[src/rtl/wb_stage.sv]
// Writeback stage: MEM/WB pipeline register, load extraction, writeback source
// select, register-file write port and retired-instruction counter.
module wb_stage #(
  parameter int INSTRET_W = 64
) (
  input  logic                 clk,
  input  logic                 rst,
  input  logic                 mem_valid,
  input  logic                 mem_reg_write,
  input  logic [4:0]           mem_rd,
  input  logic [1:0]           mem_wb_sel,
  input  logic [31:0]          mem_alu_result,
  input  logic [31:0]          mem_load_data,
  input  logic [2:0]           mem_funct3,
  input  logic [31:0]          mem_pc,
  input  logic [31:0]          mem_imm,
  input  logic                 stall,
  input  logic                 flush,
  output logic                 write_reg,
  output logic [4:0]           target_reg,
  output logic [31:0]          write_rd_data,
  output logic                 wb_valid,
  output logic [INSTRET_W-1:0] instret
);

  localparam logic [INSTRET_W-1:0] INSTRET_ONE = {{(INSTRET_W-1){1'b0}}, 1'b1};

  // Byte/halfword/word extraction from an aligned little-endian word.
  function automatic logic [31:0] extract_load(input logic [31:0] word,
                                               input logic [1:0]  a,
                                               input logic [2:0]  funct3);
    logic [7:0]  b;
    logic [15:0] h;
    logic [31:0] r;
    case (a)
      2'd0:    b = word[7:0];
      2'd1:    b = word[15:8];
      2'd2:    b = word[23:16];
      2'd3:    b = word[31:24];
      default: b = 8'd0;
    endcase
    h = a[1] ? word[31:16] : word[15:0];
    case (funct3)
      3'b000:  r = {{24{b[7]}}, b};
      3'b100:  r = {24'd0, b};
      3'b001:  r = {{16{h[15]}}, h};
      3'b101:  r = {16'd0, h};
      3'b010:  r = word;
      default: r = 32'd0;
    endcase
    return r;
  endfunction

  logic [31:0]          wb_val_s;
  logic                 we_s;
  logic                 valid_r;
  logic                 we_r;
  logic [4:0]           rd_r;
  logic [31:0]          data_r;
  logic [INSTRET_W-1:0] instret_r;

  // Select the final writeback value before capture so the write port is a pure register.
  always_comb begin
    wb_val_s = 32'd0;
    we_s     = mem_valid & mem_reg_write & (mem_rd != 5'd0);
    case (mem_wb_sel)
      2'b00:   wb_val_s = mem_alu_result;
      2'b01:   wb_val_s = extract_load(mem_load_data, mem_alu_result[1:0], mem_funct3);
      2'b10:   wb_val_s = mem_pc + 32'd4;
      2'b11:   wb_val_s = mem_imm;
      default: wb_val_s = 32'd0;
    endcase
  end

  // WB register holds already-qualified write-port values: index/data are zero
  // whenever no write happens, so the bypass never forwards a false match.
  always_ff @(posedge clk or negedge rst) begin
    if (!rst) begin
      valid_r <= 1'b0;
      we_r    <= 1'b0;
      rd_r    <= 5'd0;
      data_r  <= 32'd0;
    end else if (flush) begin
      valid_r <= 1'b0;
      we_r    <= 1'b0;
      rd_r    <= 5'd0;
      data_r  <= 32'd0;
    end else if (stall) begin
      valid_r <= valid_r;
      we_r    <= we_r;
      rd_r    <= rd_r;
      data_r  <= data_r;
    end else begin
      valid_r <= mem_valid;
      we_r    <= we_s;
      rd_r    <= we_s ? mem_rd : 5'd0;
      data_r  <= we_s ? wb_val_s : 32'd0;
    end
  end

  // Count an instruction when it leaves WB (valid, not held, not killed).
  always_ff @(posedge clk or negedge rst) begin
    if (!rst) begin
      instret_r <= {INSTRET_W{1'b0}};
    end else if (valid_r && !stall && !flush) begin
      instret_r <= instret_r + INSTRET_ONE;
    end else begin
      instret_r <= instret_r;
    end
  end

  assign write_reg     = we_r;
  assign target_reg    = rd_r;
  assign write_rd_data = data_r;
  assign wb_valid      = valid_r;
  assign instret       = instret_r;

endmodule

[config.mk]
export PLATFORM = sky130hd
export DESIGN_NAME = wb_stage
export DESIGN_NICKNAME = d
export VERILOG_FILES = /design/src/rtl/wb_stage.sv
export SDC_FILE = /design/constraint.sdc
export NUM_CORES = 1
export LEC_CHECK = 0
export ABC_CLOCK_PERIOD_IN_PS = 1800
export CAP_MARGIN = 25
export CORE_UTILIZATION = 42
export CTS_BUF_LIST = sky130_fd_sc_hd__clkbuf_8
export CTS_CLUSTER_DIAMETER = 50
export DETAILED_ROUTE_END_ITERATION = 7
export PLACE_DENSITY = 0.8
export SLEW_MARGIN = 20
export SYNTH_ARGS = -nofsm -noshare
export SYNTH_HDL_FRONTEND = slang
export SYNTH_SLANG_ARGS = --single-unit
[constraint.sdc]
create_clock -name clk -period 1.8 [get_ports clk]
set_clock_uncertainty 0.05 [all_clocks]
set_input_delay 0.54 -clock clk [delete_from_list [all_inputs] [get_ports clk]]
set_output_delay 0.54 -clock clk [all_outputs]
set_load 0.01 [all_outputs]
==> impl_metrics.csv <==
group,metric,value,unit
outcome,status,"finished, violations left",
outcome,failing_checks,"negative setup slack",
floorplan,fp-row-count,45,
logic_synthesis,netlist_area,6500,um^2
detailed_routing,post_dr_vias_cell,5.91,
detailed_routing,route.final.wire_length,30400,um
clock_network,cts_root_buf,"sky130_fd_sc_hd__clkbuf_8",
timing,timing.slew.headroom,0.642,
timing,maxSlewViolCount,0,
placed_design,dpl-instance-area,10700,um^2
hold_path,hold_class,"input port to register",
placed_design,port_buffers,246,
clock_network,worst_setup_hold_path_clk_slew,110,ps
global_route,grt_pass1_vias,8124,
logic_synthesis,synth_largest_type_area_fraction,0.396,
clock_network,cts_max_level,3,
logic_synthesis,ys_ff_latch,103,
floorplan,core_area,15100,um^2
pwr,internal_power,3.93,mW
logic_synthesis,async_reset_ff_frac,1.00,
detailed_routing,post_drt_wl_per_cell,22.0,um
layout,finish.instance_area,12100,um^2
timing,finalSetupViolations,52,
clock_network,cts_buffers,9,
timing,rsz0062_at_grt,"yes",
setup_path,startpoint_type,"register",
timing,worst_max_slew_pin_slew,536,ps
floorplan,dieArea,16000,um^2
detailed_routing,initial_detailed_routing_violation_count,576,
layout,area_growth_syn_to_fin,86.4,%
floorplan,io_pins,247,
logic_synthesis,post-synth-top-area-cell,"sky130_fd_sc_hd__dfrtp_1",
detailed_routing,drc,0,
floorplan,die_width,126,um
logic_synthesis,yosys.cell_types.count,76,
logic_synthesis,ys_seq_area_frac,0.396,
clock_network,clk_latency,390,ps
timing,report.final.hold_viol_count,0,
timing,finalWorstPathRequiredPeriod,2100,ps
clock_network,clock_sinks,103,
layout,layout_common_cells,"219 x sky130_fd_sc_hd__buf_4, 97 x sky130_fd_sc_hd__clkdlybuf4s50_1, 92 x sky130_fd_sc_hd__dlygate4sd2_1",
logic_synthesis,synth_enable_flop_cells,0,
flow_run,cap_violations,0,
logic_synthesis,synth_area_per_cell,9.32,um^2
global_route,pin_count_of_the_biggest_net_entering_global_routing,37,
placed_design,post-place-ws,-1000,ps
clock_network,clk_path_buf_depth,2,
pwr,combinationalPowerShare,0.267,
global_route,grt_pass1_wl,43800,um
detailed_routing,antenna_violating_nets_post_route,0,
layout,fraction_of_final_layout_cells_with_drive_strength_greater_than_1,0.393,
pwr,switchingPower,1.60,mW
logic_synthesis,synth_fp_nets,844,
timing,fin_crit_sh,1.17,
pwr,power_switching_share,0.290,
global_route,globalRouteTotalUtil,0.356,
logic_synthesis,ys_warn_count,0,
floorplan,die-height,126,um
floorplan,initial_core_util,0.429,
clock_network,clock_tree_from_tritoncts,"built",
layout,largest_register_ffs,64,
layout,layout.cells.most_common,"sky130_fd_sc_hd__buf_4",
setup_path,crit_path_max_fanout,5,
layout,final_net_count,1334,
setup_path,critical_path_arrival,2320,ps
setup_path,rr_worst_depth,7,
logic_synthesis,synth_top_flop_cell,"sky130_fd_sc_hd__dfrtp_1",
pwr,clock_power_share,0.298,
placed_design,routabilityCongestion,0.979,
logic_synthesis,netlist_top_cells_area,"sky130_fd_sc_hd__dfrtp_1 40%, sky130_fd_sc_hd__xnor2_1 7.9%, sky130_fd_sc_hd__nand2_1 4.4%",
setup_path,critPathCaptureType,"register",
pwr,power_density,456,nW/um^2
global_route,overflow,0,
placed_design,hpwl,20700,um
detailed_routing,drtPass1Iterations,5,
pwr,leakage,6.00,nW
timing,fmax,475,MHz
pwr,power.share.sequential,0.435,
hold_path,worst_hold_path.num_cells,2,
global_route,antenna_found_initial,1,
setup_path,required,2010,ps
logic_synthesis,netlist_instances,698,
setup_path,timing_worst_setup_path_type,"register to register",
pwr,worst_ir_drop_vdd,0.325,mV
timing,fin_ws,-304,ps
detailed_routing,detailroute.via_count,8163,
-- power by group through the flow --
stage,clock [mW],sequential [mW],combinational [mW]
4_1_cts,1.64,2.40,1.41
6_report,1.65,2.41,1.48
2_1_floorplan,0,2.49,0.381
3_3_place_gp,0,2.45,1.34
5_1_grt,1.74,2.41,1.56
3_5_place_dp,0,2.46,1.37
-- worst max-delay path: stages, from the launching register on --
cell and delay, ps:
sky130_fd_sc_hd__dfrtp_1 380, sky130_fd_sc_hd__buf_6 110, sky130_fd_sc_hd__nand4_4 100, sky130_fd_sc_hd__or3_4 380, sky130_fd_sc_hd__nor4_4 360, sky130_fd_sc_hd__buf_6 200
sky130_fd_sc_hd__nand3_2 80, sky130_fd_sc_hd__xnor2_1 320
-- synthesized netlist by cell type, drive strengths merged, types with 6 or more instances --
library cell,n
a211o,7
a2bb2oi,14
and2,7
nor4,12
nor2,37
buf,7
a22o,6
nand3,37
nand2,79
o21ai,35
mux2i,18
o211ai,9
inv,8
nand4,37
or4,6
a21oi,36
xnor2,59
clkbuf,26
nor3,14
dfrtp,103
and4,10
and3,11
a21o,8
a22oi,19
xor2,22
-- worst paths after layout --
check / from / endpoint / slack (ps)
max: instret[6] / instret[39] / -300
min: mem_rd[1] / target_reg[1] / 310
max reg2reg: instret[6] / instret[39] / -300
min reg2reg: instret[63] / instret[63] / 420
max in group asynchronous: rst / write_rd_data[30] / 610
min in group asynchronous: rst / instret[38] / 530
-- what timing repair did --
item                                   in CTS  in global routing
pin swaps                                  82                 61
setup buffers                              57                 27
gates resized for setup                   350                129
endpoints found under the hold margin       5                  0
hold buffers                                1                  0
cloned                                      2                  0
setup endpoints to repair                 193                102
-- layer usage --
metal / GRT usage / share of wire
met5: 0 / 0
met4: 0.180 / 0.048
met3: 0.0671 / 0.079
met2: 0.577 / 0.48
met1: 0.456 / 0.39
-- stage by stage --
step	TNS (ps)	hold WS [ps]	cells	power, mW	util
after floorplan	-7580	194	698	2.88	-
after global placement	-61820	402	1289	3.80	0.705
after detailed placement	-65990	410	1289	3.82	0.705
after CTS	-2690	297	1364	5.46	0.769
after global routing	-8250	296	1382	5.72	0.801
final	-4240	309	1382	5.53	0.801
-- area by class of cell --
cell class / instances / area (um^2)
repair buffers: 511 / 4470
clock buffers: 9 / 124
flip-flops and latches: 103 / 2590
inverters: 9 / 33.8
clock inverters: 7 / 90.1
multi-input cells: 554 / 4570
well taps: 188 / 235
fillers: 983 / 3020
diodes: 1 / 2.50
-- cells by family (layout without fill, tap and decap cells) --
family | after synthesis | count (layout) | synth area share
AOI/OAI and AO/OA | 174 | 174 | 0.185
buffers and inverters | 42 | 536 | 0.0302
xor gates and xnor gates | 81 | 81 | 0.109
DFF | 103 | 103 | 0.396
muxes | 22 | 22 | 0.0364
other | 0 | 1 | 0
adders and majority gates | 2 | 2 | 0.00385
and+or+nand+nor | 274 | 275 | 0.239
Note: power is estimated with default switching activity, not from simulation.
